[src/rtl/iterative_alu.sv]
// Execute-stage ALU. Single-cycle logic/shift/add ops plus an iterative
// shift-add multiplier exposed through a start/busy/done handshake.
//
// state   | meaning
// --------+-----------------------------------------------------------
// ST_IDLE | accepts start_i; single-cycle ops complete from here
// ST_MUL  | retiring BITS_PER_CYCLE multiplier bits per edge, LSB first
//
// BITS_PER_CYCLE must divide WIDTH (1, 2 or 4).
module iterative_alu #(
  parameter int WIDTH          = 32,
  parameter int BITS_PER_CYCLE = 1
) (
  input  logic             clk_i,
  input  logic             rst_i,
  input  logic             start_i,
  input  logic [2:0]       ALUCtrl_i,
  input  logic [WIDTH-1:0] data1_i,
  input  logic [WIDTH-1:0] data2_i,
  output logic             busy_o,
  output logic             done_o,
  output logic [WIDTH-1:0] data_o,
  output logic             Zero_o
);

  localparam int ITER  = WIDTH / BITS_PER_CYCLE;
  localparam int CNT_W = (ITER > 1) ? $clog2(ITER) : 1;
  localparam int SH_W  = $clog2(WIDTH);
  localparam logic [CNT_W-1:0] CNT_LAST = CNT_W'(ITER - 1);

  localparam logic [2:0] OP_AND = 3'b000;
  localparam logic [2:0] OP_XOR = 3'b001;
  localparam logic [2:0] OP_SLL = 3'b010;
  localparam logic [2:0] OP_ADD = 3'b011;
  localparam logic [2:0] OP_SUB = 3'b100;
  localparam logic [2:0] OP_MUL = 3'b101;
  localparam logic [2:0] OP_SRA = 3'b110;

  typedef enum logic {ST_IDLE, ST_MUL} state_t;

  state_t           state;
  logic [WIDTH-1:0] mcand;
  logic [WIDTH-1:0] mplier;
  logic [WIDTH-1:0] acc;
  logic [CNT_W-1:0] cnt;

  logic [SH_W-1:0]  shamt;
  logic [WIDTH-1:0] alu_res;
  logic [WIDTH-1:0] partial;
  logic [WIDTH-1:0] mul_next;

  assign shamt = data2_i[SH_W-1:0];

  // Single-cycle result; reserved code 111 falls through to zero.
  always_comb begin
    alu_res = '0;
    case (ALUCtrl_i)
      OP_AND:  alu_res = data1_i & data2_i;
      OP_XOR:  alu_res = data1_i ^ data2_i;
      OP_SLL:  alu_res = data1_i << shamt;
      OP_ADD:  alu_res = data1_i + data2_i;
      OP_SUB:  alu_res = data1_i - data2_i;
      OP_SRA:  alu_res = $signed(data1_i) >>> shamt;
      default: alu_res = '0;
    endcase
  end

  // Sum of multiplicand copies selected by this iteration's multiplier bits.
  always_comb begin
    partial = '0;
    for (int j = 0; j < BITS_PER_CYCLE; j++) begin
      if (mplier[j]) partial = partial + (mcand << j);
    end
  end

  assign mul_next = acc + partial;

  // Control FSM with registered outputs and multiplier datapath.
  always_ff @(posedge clk_i or negedge rst_i) begin
    if (!rst_i) begin
      state  <= ST_IDLE;
      mcand  <= '0;
      mplier <= '0;
      acc    <= '0;
      cnt    <= '0;
      busy_o <= 1'b0;
      done_o <= 1'b0;
      data_o <= '0;
      Zero_o <= 1'b1;
    end else begin
      done_o <= 1'b0;
      case (state)
        ST_IDLE: begin
          if (start_i) begin
            if (ALUCtrl_i == OP_MUL) begin
              mcand  <= data1_i;
              mplier <= data2_i;
              acc    <= '0;
              cnt    <= CNT_LAST;
              busy_o <= 1'b1;
              state  <= ST_MUL;
            end else begin
              data_o <= alu_res;
              Zero_o <= (alu_res == '0);
              done_o <= 1'b1;
            end
          end
        end
        ST_MUL: begin
          acc    <= mul_next;
          mcand  <= mcand << BITS_PER_CYCLE;
          mplier <= mplier >> BITS_PER_CYCLE;
          cnt    <= cnt - 1'b1;
          if (cnt == '0) begin
            data_o <= mul_next;
            Zero_o <= (mul_next == '0);
            done_o <= 1'b1;
            busy_o <= 1'b0;
            state  <= ST_IDLE;
          end
        end
        default: state <= ST_IDLE;
      endcase
    end
  end

endmodule
[config.mk]
export PLATFORM = sky130hd
export DESIGN_NAME = iterative_alu
export DESIGN_NICKNAME = d
export VERILOG_FILES = /design/src/rtl/iterative_alu.sv
export SDC_FILE = /design/constraint.sdc
export NUM_CORES = 1
export LEC_CHECK = 0
export CAP_MARGIN = 30
export CORE_UTILIZATION = 30
export DETAILED_ROUTE_END_ITERATION = 8
export PLACE_DENSITY = 0.45
export SYNTH_ARGS = -nofsm -noshare
export SYNTH_HDL_FRONTEND = slang
export SYNTH_SLANG_ARGS = --single-unit
export TNS_END_PERCENT = 20
[constraint.sdc]
create_clock -name clk_i -period 3.2 [get_ports clk_i]
set_input_delay 0.32 -clock clk_i [delete_from_list [all_inputs] [get_ports clk_i]]
set_output_delay 0.32 -clock clk_i [all_outputs]
set_load 0.01 [all_outputs]
Word-level counts from Yosys, hierarchy flattened
Index checks and enable logic that the tools add are counted.

storage, ports and cells
  register bits = 137
  input port bits = 70
  output and inout bits = 35
  logic and storage cells = 69

cells by class
  add/sub/neg operators = 4
  equality and inequality tests = 10
  shift operators = 2
  muxes and demuxes = 34
  bitwise logic cells = 3
  reductions and logical operators = 7

operators by type and width
  kind                                                                      number
  32-bit two-way mux                                                        10
  32-bit case mux with 2 select lines                                       4
  32-bit case mux with 6 select lines                                       1
  32-bit adder                                                              2
  32-bit zero test                                                          2
  32-bit bitwise AND                                                        1
  32-bit by 5-bit left shift with 32-bit output                             1
  32-bit by 5-bit >>> shifter with 32-bit output                            1
  32-bit subtractor                                                         1
  32-bit XOR                                                                1
  1-bit two-way mux                                                         12
  5-bit two-way mux                                                         2
  5-bit case mux with 2 select lines                                        1
  3-bit == test (second input constant)                                     3
  1-bit case mux with 2 select lines                                        4
  3-bit by 2-bit == test with 1-bit output (second input constant)          2
  2-bit inequality test (second input constant)                             3
  3-bit AND reduction                                                       2
  5-bit zero test                                                           1
  5-bit by 1-bit subtractor with 5-bit output (second input constant)       1
  3-bit by 1-bit == test with 1-bit output (second input constant)          1
  3-bit zero test                                                           1
  2-bit by 1-bit inequality test with 1-bit output (second input constant)  1
  2-bit AND reduction                                                       1
  1-bit NOT                                                                 1

Logic depth before layout (Yosys ltp)
  depth after elaboration = 6
  depth in mapped cells = 25
  depth with buffers taken out = 20

Least setup slack after synthesis
OpenSTA, ideal clock, no wires.

  path type = in2reg
  start point = input port data2_i[1]
  end point = register Zero_o
  library setup time = 0.082 ns
  data arrival time = 4.931 ns
  data required time = 3.118 ns
  setup slack = -1.813 ns
  stages on the path = 20
  path buffers = 3
  path through = inv_2 -> buf_1 -> clkbuf_1 -> ha_1 -> nor4b_1 -> a31oi_1 -> xnor2_1 -> ha_1 -> clkbuf_1 -> nand4_1 -> or4_1 -> o31a_1 -> a21boi_1 -> nand2b_1 -> a311oi_1 -> a211o_1 -> or2_2 -> nor4_1 -> nand4b_1 -> o211ai_1

between the ends
  word-level cells in the longest chain between the ends = 6
  elaborated cells between the ends (all ways) = 11
  classes of those cells = add/sub: 2; shift: 2; mux: 4; bitwise: 2; reduce/logical: 1

RTL lines
  what                                             RTL line  source
  start, declared                                  19        input logic [WIDTH-1:0] data2_i,
  32-bit subtractor, or another cell as far along  62        OP_SUB: alu_res = data1_i - data2_i;
  32-bit case mux with 6 select lines (*)          57        case (ALUCtrl_i)
  32-bit zero test (*)                             104       Zero_o <= (alu_res == '0);
  1-bit two-way mux (*)                            95        if (ALUCtrl_i == OP_MUL) begin
  1-bit two-way mux (*)                            94        if (start_i) begin
  1-bit case mux with 2 select lines (*)           92        case (state)
  end signal, assigned                             104
  end signal, assigned                             116       Zero_o <= (mul_next == '0);
  end, declared                                    23        output logic Zero_o

Every way passes the cells marked *; elsewhere a longest branch is shown, timed or not. The select of a mux whose other input is x is not followed.
A chain may end at the register's enable or synchronous reset.

Worst setup path after layout
  start point = input port data2_i[6]
  end point = register Zero_o

between the ends
  word-level cells in the longest chain between the ends = 6
  elaborated cells between the ends (all ways) = 9
  classes of those cells = add/sub: 2; mux: 4; bitwise: 2; reduce/logical: 1

RTL lines
  what                                             RTL line
  32-bit subtractor, or another cell as far along  62
  32-bit case mux with 6 select lines (*)          57
  32-bit zero test (*)                             104
  1-bit two-way mux (*)                            95
  1-bit two-way mux (*)                            94
  1-bit case mux with 2 select lines (*)           92

Marks and branches as above.

==> impl_metrics.ini <==
[outcome]
status = finished, violations left
violations = setup timing

[critical_path]
crit_type = input port to flop
end_kind = flop
r2r_cells = 16
worstPathMaxFanout = 5
path_common_cell = buf_4
startpoint_type = input port
cp_num_cells = 23
cp_num_buf_inv = 6
critPathTopFamily = simple AND/OR/NAND/NOR gates
arrival_ns = 4.55
critPathMaxStageDelay_ns = 0.54
crit_chain = buf_6 -> or4_4 -> nor4_4 -> buf_4 -> nor4bb_4 -> buf_4 -> a21oi_2 -> xnor2_1 -> ha_1 -> buf_4 -> nand3_2 -> nor2_4 -> a211oi_2 -> buf_4 -> nand2_2 -> nor3_1 -> a311o_1 -> nor3_2 -> nand4_1 -> nor4_2 -> buf_4 -> nand4b_1 -> o211ai_1
slowest_stage = or4_4
required_ns = 3.63

[clock_network]
cts_buffer_depth = 2
path_clk_slew_ns = 0.09
cts_tree = done
clock_latency_ns = 0.50
cts_sinks = 137
cts_max_level = 4
cts-root-buf = clkbuf_16
cts_buffers = 17

[logic_synthesis]
synth_ff_type = dfrtp_1
syn_nets = 2106
synth_area_per_cell_um2 = 8.09
yosys_warnings = 0
netlist_area_um2 = 15700
postSynthCellCount = 1936
ys_seq_elements = 137
synth_cell_types = 86
synth_enable_flop_cells = 0
seq_area_frac_synth = 0.219
async_flop_share = 1.00

[final_layout]
final_cell_mix = 645 x buf_4, 219 x nand2_1, 159 x mux2i_1, 148 x nor2_1, 135 x dfrtp_1
mostFrequentLayoutCell = buf_4
n_antenna_cell = 0
nets = 2763
drive_gt1_frac = 0.370
final_area_um2 = 23700
area_growth_pct = 51.5

[sta]
slew_violations = 0
setup_viol = 21
min_period_ns = 4.12
hold_violations = 0
whs_ns = 0.274
post-route-period-util = 1.29
rsz0062_at_grt = yes
fin_setup_tns_ns = -8.36
layout_setup_ws_ns = -0.925
worst_pin_slew_ns = 0.794
max-slew-margin-rel = 0.471
fin_skew_ns = 0.0256
max_freq_ghz = 0.242

[power]
vdd_drop_max_mv = 0.435
powerDensity_nw_per_um2 = 499
fin_total_pwr_uw = 11800
leakage_uw = 0.0114

[worst_hold_path]
holdPathStages = 4
hold_path.class = input port to flop

[placed_design]
dpl_cell_area_um2 = 22100
gp_congestion = 1.02
pre_cts_ws_ns = -2.10
port_buffers = 104
hpwl_um = 63100

[grt]
grtUsageTotal = 0.300
grt_pass1_wl_um = 118000
grt_start_max_net_pins = 118
first_global_vias = 17930
antenna_found_initial = 1
grt-ovfl-total = 0

[floorplan]
start_util = 0.305
ios = 105
die_h_um = 231
chipWidth_um = 231
core-area_um2 = 51400
num_rows = 83
die-area_um2 = 53100

[route]
drc = 0
drt_pre_antenna_iters = 5
totalWireLength_um = 79800
wire_per_inst_um = 24.3
initialDrtViolationCount = 1494
postRouteAntennaNets = 0
avgViaCountPerCell = 5.53
vias = 18172

[job]
drv_cap = 0
-- worst paths after layout --
check / startpoint / endpoint / slack, ns
setup / recovery: data2_i[6] / Zero_o / -0.92
hold / removal: data2_i[8] / mplier[8] / 0.27
setup reg to reg: mplier[0] / Zero_o / -0.66
hold reg to reg: mplier[6] / mplier[5] / 0.49
max in group asynchronous: rst_i / mplier[15] / 2.12
min in group asynchronous: rst_i / acc[3] / 0.39
-- state kept, by name (all words and copies together), names as in the netlist --
name,count
state,1
Zero_o,1
mplier,32
mcand,32
cnt,5
busy_o,1
data_o,32
done_o,1
acc,32
-- kinds of logic after synthesis --
group                    after synthesis  share of synthesized area
AND/OR/NAND/NOR                      648                      0.196
AO/OA/AOI/OAI                        552                      0.223
multiplexers                         247                      0.191
buffers and inverters                175                     0.0469
flip-flops                           137                      0.219
adder cells (fa/ha/maj)              100                     0.0808
XOR/XNOR                              77                     0.0431
-- worst min-delay path: cells and delay by family --
| kind | cells | cell delay (ns) |
|---|---|---|
| buffers and inverters | 2 | 0.20 |
| AO/OA/AOI/OAI | 1 | 0.14 |
| multiplexers | 1 | 0.06 |
-- report_power, final --
group / internal (µW) / leakage (µW) / total [µW] / switching, µW
combinational: 3500 / 0.00935 / 7000 / 3500
sequential: 2390 / 0.00174 / 2780 / 386
clock: 1110 / 0.000274 / 2060 / 954
total: 7000 / 0.0114 / 11800 / 4840
-- metal layers --
metal,global-route usage,routed length (µm),part of all wire,vias up
met2,0.482,36300,0.45,569
met1,0.405,36000,0.45,8948
li1,-,-,-,8508
met3,0.0388,4110,0.052,147
met5,0,0,0,-
met4,0.123,3320,0.042,0
-- per-stage QoR --
stage / std cells / util
after global placement: 3228 / 0.429
final: 3286 / 0.462
after floorplan: 1936 / -
after global routing: 3286 / 0.462
after CTS: 3278 / 0.451
after detailed placement: 3228 / 0.429
-- cell usage after synthesis (all sizes together), types with 6 or more instances --
cell type  instances  area share
a22oi             13      0.0062
nor2b              9      0.0036
o41ai              6      0.0034
xor2              30       0.017
a21oi            137       0.044
ha                98       0.078
inv               37      0.0089
o21bai             6      0.0029
and3              17      0.0068
nand2            226       0.054
and2              44       0.018
mux4              34       0.049
o22ai             21      0.0084
xnor2             47       0.026
clkbuf            92       0.022
or3               11      0.0044
or2                9      0.0036
a2111oi            9      0.0054
mux2              52       0.038
nor2             157       0.038
o221ai            10      0.0056
nand3             42       0.013
nand4             21      0.0084
o21a              12      0.0058
nor4              11      0.0044
nor3              43       0.014
dfrtp            136        0.22
buf               46       0.016
a221oi             7      0.0043
nand2b            19      0.0076
or4                8      0.0038
a21o              32       0.015
a21boi             7      0.0034
a211o             11      0.0062
a211oi            25       0.012
a31oi             21      0.0084
o21ai            158       0.050
o211ai            25       0.012
mux2i            161        0.10
-- timing repair --
action,4_1_cts,5_1_grt
setup buffers,20,10
gates resized for setup,129,102
setup endpoints to repair,40,42
pin swaps,69,77
endpoints found under the hold margin,68,0
hold buffers,1,0
-- layout make-up --
type / instances / area, µm²
repair buffers: 776 / 6280
clock buffers: 19 / 443
flip-flops and latches: 137 / 3430
multi-input cells: 1624 / 12400
well taps: 680 / 851
inverters: 37 / 144
clock inverters: 13 / 134
fillers: 5145 / 27700
Note: power is estimated with default switching activity, not from simulation.
